--- src/rtl/sb_pkg.sv ---
// Sideband link definitions shared by the transmitter and receiver.
// Holds the framing constants and the receive FSM state type.
package sb_pkg;

  localparam int SB_PKT_BITS   = 64;
  localparam int SB_GAP_CYCLES = 32;
  localparam int SB_BIT_CNT_W  = $clog2(SB_PKT_BITS);
  localparam int SB_GAP_CNT_W  = $clog2(SB_GAP_CYCLES);

  typedef logic [SB_PKT_BITS-1:0] sb_word_t;

  typedef enum logic [1:0] {
    IDLE      = 2'd0,
    RECEIVING = 2'd1,
    GAP       = 2'd2
  } sb_rx_state_e;

endpackage

--- src/rtl/sb_rx_fifo.sv ---
// Receive FIFO for completed sideband words; head word is shown combinationally.
// Occupancy counter is one bit wider than the indices so full and empty stay distinct.
module sb_rx_fifo
  import sb_pkg::*;
#(
  parameter int depth = 4
) (
  input  logic     clk_800MHz,
  input  logic     reset,
  input  logic     push,
  input  sb_word_t push_data,
  input  logic     pop,
  output sb_word_t pop_data,
  output logic     full,
  output logic     empty
);

  localparam int IDX_W = $clog2(depth);
  localparam int CNT_W = IDX_W + 1;

  sb_word_t         mem [depth];
  logic [IDX_W-1:0] wr_idx;
  logic [IDX_W-1:0] rd_idx;
  logic [CNT_W-1:0] count;
  logic             pop_ok;
  logic             push_ok;

  assign full  = (count == CNT_W'(depth));
  assign empty = (count == '0);

  // A pop frees the slot this edge, so a push into a full FIFO is still accepted.
  assign pop_ok  = pop & ~empty;
  assign push_ok = push & (~full | pop_ok);

  always_ff @(posedge clk_800MHz or posedge reset) begin
    if (reset) begin
      wr_idx <= '0;
      rd_idx <= '0;
      count  <= '0;
    end else begin
      if (push_ok) wr_idx <= wr_idx + 1'b1;
      if (pop_ok)  rd_idx <= rd_idx + 1'b1;
      if (push_ok && !pop_ok)      count <= count + 1'b1;
      else if (pop_ok && !push_ok) count <= count - 1'b1;
    end
  end

  always_ff @(posedge clk_800MHz) begin
    if (push_ok) mem[wr_idx] <= push_data;
  end

  assign pop_data = empty ? '0 : mem[rd_idx];

endmodule

--- src/rtl/sb_rx_deser.sv ---
// Sideband receiver: detects the start marker on the forwarded clock pin, assembles
// a 64-bit word LSB first, waits out the inter-packet gap and queues words in a FIFO.
module sb_rx_deser
  import sb_pkg::*;
#(
  parameter int buffer_size = 4
) (
  input  logic        clk_800MHz,
  input  logic        reset,
  input  logic        dataPin_i,
  input  logic        clkPin_i,
  input  logic        enable_i,
  output logic [63:0] data_o,
  output logic        valid_o,
  input  logic        ready_i,
  output logic        overflow_o
);

  localparam logic [SB_BIT_CNT_W-1:0] BIT_LAST = SB_BIT_CNT_W'(SB_PKT_BITS - 1);
  localparam logic [SB_GAP_CNT_W-1:0] GAP_LAST = SB_GAP_CNT_W'(SB_GAP_CYCLES - 1);

  sb_rx_state_e            state;
  sb_rx_state_e            state_n;
  logic [SB_BIT_CNT_W-1:0] bit_cnt;
  logic [SB_BIT_CNT_W-1:0] bit_cnt_n;
  logic [SB_GAP_CNT_W-1:0] gap_cnt;
  logic [SB_GAP_CNT_W-1:0] gap_cnt_n;
  sb_word_t                shift_word;
  sb_word_t                word_next;
  logic                    word_done;
  logic                    push;
  logic                    pop;
  logic                    full;
  logic                    empty;

  always_ff @(posedge clk_800MHz or posedge reset) begin
    if (reset) begin
      state   <= IDLE;
      bit_cnt <= '0;
      gap_cnt <= '0;
    end else begin
      state   <= state_n;
      bit_cnt <= bit_cnt_n;
      gap_cnt <= gap_cnt_n;
    end
  end

  always_comb begin
    state_n   = state;
    bit_cnt_n = bit_cnt;
    gap_cnt_n = gap_cnt;
    word_done = 1'b0;
    case (state)
      IDLE: begin
        if (clkPin_i) begin
          state_n   = RECEIVING;
          bit_cnt_n = '0;
        end
      end
      RECEIVING: begin
        bit_cnt_n = bit_cnt + 1'b1;
        if (bit_cnt == BIT_LAST) begin
          word_done = 1'b1;
          state_n   = GAP;
          gap_cnt_n = '0;
        end
      end
      GAP: begin
        gap_cnt_n = gap_cnt + 1'b1;
        if (gap_cnt == GAP_LAST) begin
          // The last gap edge doubles as the start marker of a back-to-back packet.
          gap_cnt_n = '0;
          bit_cnt_n = '0;
          state_n   = clkPin_i ? RECEIVING : IDLE;
        end
      end
      default: begin
        state_n   = IDLE;
        bit_cnt_n = '0;
        gap_cnt_n = '0;
      end
    endcase
  end

  // The completing bit is merged combinationally so the word is pushed on its own edge.
  always_comb begin
    word_next          = shift_word;
    word_next[bit_cnt] = dataPin_i;
  end

  always_ff @(posedge clk_800MHz) begin
    if (state == RECEIVING) shift_word <= word_next;
  end

  assign pop  = ~empty & ready_i;
  assign push = word_done & enable_i & (~full | pop);

  always_ff @(posedge clk_800MHz or posedge reset) begin
    if (reset) begin
      overflow_o <= 1'b0;
    end else if (word_done && enable_i && full && !pop) begin
      overflow_o <= 1'b1;
    end
  end

  sb_rx_fifo #(
    .depth (buffer_size)
  ) u_fifo (
    .clk_800MHz (clk_800MHz),
    .reset      (reset),
    .push       (push),
    .push_data  (word_next),
    .pop        (pop),
    .pop_data   (data_o),
    .full       (full),
    .empty      (empty)
  );

  assign valid_o = ~empty;

endmodule
--- config.mk ---
export PLATFORM = sky130hd
export DESIGN_NAME = sb_rx_deser
export DESIGN_NICKNAME = d
export VERILOG_FILES = /design/src/rtl/sb_pkg.sv /design/src/rtl/sb_rx_fifo.sv /design/src/rtl/sb_rx_deser.sv
export SDC_FILE = /design/constraint.sdc
export NUM_CORES = 1
export LEC_CHECK = 0
export ABC_AREA = 1
export CAP_MARGIN = 20
export CORE_MARGIN = 2
export CORE_UTILIZATION = 55
export DETAILED_ROUTE_END_ITERATION = 6
export GPL_ROUTABILITY_DRIVEN = 0
export PLACE_DENSITY = 0.74
export RECOVER_POWER = 100
export SYNTH_ARGS = -nofsm -noshare
export SYNTH_HDL_FRONTEND = slang
export SYNTH_SLANG_ARGS = --single-unit
--- constraint.sdc ---
create_clock -name clk_800MHz -period 5.9 [get_ports clk_800MHz]
set_clock_uncertainty 0.2 [all_clocks]
set_input_delay 1.475 -clock clk_800MHz [delete_from_list [all_inputs] [get_ports clk_800MHz]]
set_output_delay 1.475 -clock clk_800MHz [all_outputs]
set_load 0.01 [all_outputs]
==> flow_metrics.py <==
metrics = {
    "logic_synthesis": {
        "yosysTopAreaCellShare": 0.689,
        "ys_top_cells_by_area": "sky130_fd_sc_hd__edfxtp_1 69%, sky130_fd_sc_hd__nor2_1 7.8%, sky130_fd_sc_hd__o21ai_0 5.8%",
        "synth-seq-area-share": 0.727,
        "synth_seq_cells": 341,
        "syn_nets": 1209,
        "ys_dominant_reg_cell": "sky130_fd_sc_hd__edfxtp_1",
        "yosys_warnings": 0,
        "netlist_instances": 1194,
        "post-synth-top-area-cell": "sky130_fd_sc_hd__edfxtp_1",
        "postSynthAreaPerCell_sq_um": 11.7,
        "synthMostInstantiatedCell": "sky130_fd_sc_hd__edfxtp_1",
        "netlist-cell-type-count": 27,
        "synth-edff-count": 320,
        "post_synth_instance_area_sq_um": 13900,
        "synthTopCellsByCount": "320 x sky130_fd_sc_hd__edfxtp_1, 288 x sky130_fd_sc_hd__nor2_1, 161 x sky130_fd_sc_hd__o21ai_0",
        "fraction_of_registers_with_async_set_reset": 0.0616,
    },
    "power": {
        "worst_vdd_ir_mv": 0.271,
        "seqPwrFrac": 0.426,
        "cellPowerDensity_nw_per_um2": 529,
        "p_int_mw": 5.56,
        "power.share.switching": 0.342,
        "p_leak_nw": 5.62,
        "comb_power_share": 0.331,
        "share_clk_of_total_power": 0.243,
        "netSwitchingPower_mw": 2.89,
    },
    "flow_run": {
        "maxCapViolCount": 6,
    },
    "worst_setup_path": {
        "setup.worst_path.class": "reg2out",
        "critPathCaptureType": "output port",
        "timing.critical_path.fanout_max": 45,
        "start_kind": "flop",
        "critical-path-slowest-cell": "sky130_fd_sc_hd__dfrtp_2",
        "crit_path_cell_trace": "inv_1 > buf_4 > nor2_1 > o21ai_0 > a21oi_1 > dlygate4sd3_1",
        "cp.required_ps": 4220,
        "cp.arrival_ps": 3700,
        "crit_path_max_incr_delay_ps": 880,
    },
    "routing": {
        "drt.antenna.violating_nets": 0,
        "drt-pass1-iter-count": 5,
        "vias": 9194,
        "detail_route.drc_violations": 0,
        "top_layer": "met4",
        "met3_routed_wl_mm": 2.23,
        "post_drt_wl_per_cell_um": 19.2,
        "post_detailed_routing_wire_length_mm": 30.9,
        "met2RoutedLength_mm": 14.9,
        "routedLengthMet1_mm": 13.2,
        "via_per_inst": 5.70,
        "drt-initial-drc-count": 1049,
    },
    "grt": {
        "first_pass_grt_wire_length_mm": 48.3,
        "global_route.usage.total": 0.236,
        "total_congestion_overflow_after_global_routing": 0,
        "antenna_found_initial": 0,
        "grt_start_max_net_pins": 70,
        "grt_pass1_vias": 8759,
    },
    "clock_network": {
        "cts_buffers": 34,
        "post_cts_hold_buffer_count": 0,
        "cts-root-buf": "sky130_fd_sc_hd__clkbuf_16",
        "worstSkewPairLatency_ps": 510,
        "htreeDepth": 2,
        "cts_setup_buffers": 0,
        "clk_pin_slew_ps": 60,
        "ctsLongestPathBuffers": 3,
        "cts_resized": 0,
        "clock-sinks": 341,
        "cts_tree": "yes",
    },
    "timing": {
        "max_clock_freq_ghz": 0.186,
        "worst_slack_ps": 526,
        "setup_viol_count_final": 0,
        "worstMarginPinSlew_ps": 3950,
        "report.final.hold_viol_count": 0,
        "timing.final.crit_share": 0.911,
        "grt_setup_unrepaired": "no",
        "min_period_ps": 5370,
        "setup_total_negative_slack_ps": 0,
        "finalMaxSlewViolations": 222,
        "relSlewSlack": -1.63,
    },
    "layout": {
        "fin_cells": 1612,
        "insertedDiodeCount": 0,
        "drive_above_1_share": 0.0577,
        "final_cell_area_sq_um": 16000,
        "area_delta_synth_final_pct": 14.5,
        "nets": 1274,
    },
    "die": {
        "fp.dieArea_sq_um": 26600,
        "floorplan.die.width_um": 163,
        "rows": 58,
        "start_util": 0.557,
        "io-pin-count": 72,
        "core-area_sq_um": 25000,
        "y_dimension_of_the_die_um": 163,
    },
    "place": {
        "detailed_place.area_sq_um": 15000,
        "placement.io_buffers": 71,
        "dpl_worst_slack_ps": 1370,
        "dp_hpwl_mm": 17.3,
        "numPlacedInstances": 1553,
    },
    "hold_path": {
        "min_path_type": "reg2reg",
    },
    "run_status": {
        "failing_checks": "max-capacitance violations, max-slew violations",
        "run_status": "finished with violations",
    },
}
## critical path: cells and delay by family (launching register included)
kind / cells / cell delay [ps]
flip-flops: 1 / 880
AO/OA/AOI/OAI: 2 / 350
AND/OR/NAND/NOR: 1 / 190
buffers and inverters: 3 / 1730
## power by group through the flow
stage	registers, mW	logic, mW	clock network (mW)
after floorplan	3.46	1.77	0
after global placement	3.61	2.86	0
after detailed placement	3.62	2.92	0
after CTS	3.58	2.95	2.08
after global routing	3.64	3.09	2.18
final	3.60	2.79	2.05
## flip-flops by register name, summed over array words and instances, names as in the netlist
| name | count |
|---|---|
| state | 2 |
| gap_cnt | 5 |
| overflow_o | 1 |
| u_fifo.count | 3 |
| u_fifo.mem | 256 |
| shift_word | 64 |
| bit_cnt | 6 |
| u_fifo.rd_idx | 2 |
| u_fifo.wr_idx | 2 |
## layer usage
layer | GRT usage | vias up
met1 | 0.332 | 4461
met4 | 0.0680 | 0
met2 | 0.384 | 386
met5 | 0 | -
li1 | - | 4294
met3 | 0.0404 | 53
## layout make-up
class / instances / area, sq um
Sequential cell: 341 / 10100
Inverter: 39 / 148
Tap cell: 330 / 413
Clock inverter: 10 / 71.3
Timing Repair Buffer: 87 / 803
Clock buffer: 49 / 981
Fill cell: 1875 / 9070
Multi-Input combinational cell: 756 / 3410
## metrics by stage
stage               hold WS, ps  total power, mW  utilization
finish                      290             8.45        0.638
global route                316             8.90        0.638
CTS                         301             8.60        0.640
detailed placement          271             6.55        0.598
global placement            261             6.47        0.598
floorplan                   248             5.23            -
## final timing paths
kind                                   from                 to  slack, ps  cells past startpoint
min in group asynchronous             reset    u_fifo.count[1]       1390                      2
max reg2reg                      bit_cnt[0]  u_fifo.mem[3][61]       1170                      6
min reg2reg                      overflow_o         overflow_o        290                      1
max in group asynchronous             reset   u_fifo.rd_idx[0]       3480                      2
min                              overflow_o         overflow_o        290                      1
max                        u_fifo.rd_idx[1]         data_o[38]        530                      6
## cell usage in the layout (no fill, tap or decap), types with 6 or more instances in the layout
cell and n:
sky130_fd_sc_hd__edfxtp_1 320, sky130_fd_sc_hd__nor2_1 288, sky130_fd_sc_hd__o21ai_0 189, sky130_fd_sc_hd__nand2_1 153, sky130_fd_sc_hd__a21oi_1 77, sky130_fd_sc_hd__dlygate4sd3_1 66, sky130_fd_sc_hd__clkbuf_16 37, sky130_fd_sc_hd__inv_1 36
sky130_fd_sc_hd__dfrtp_1 19, sky130_fd_sc_hd__nand3_1 16, sky130_fd_sc_hd__clkbuf_1 15, sky130_fd_sc_hd__ha_1 8, sky130_fd_sc_hd__buf_4 7, sky130_fd_sc_hd__nand4_1 6
## cell families after synthesis
group           count (synthesis)  synth area share
compound gates                268            0.0966
xor+xnor                        2           0.00126
fa+ha+maj                       9           0.00862
buf+inv                        97            0.0287
flops                         341             0.727
simple gates                  477             0.138
Power figures use the tool's default switching activity.
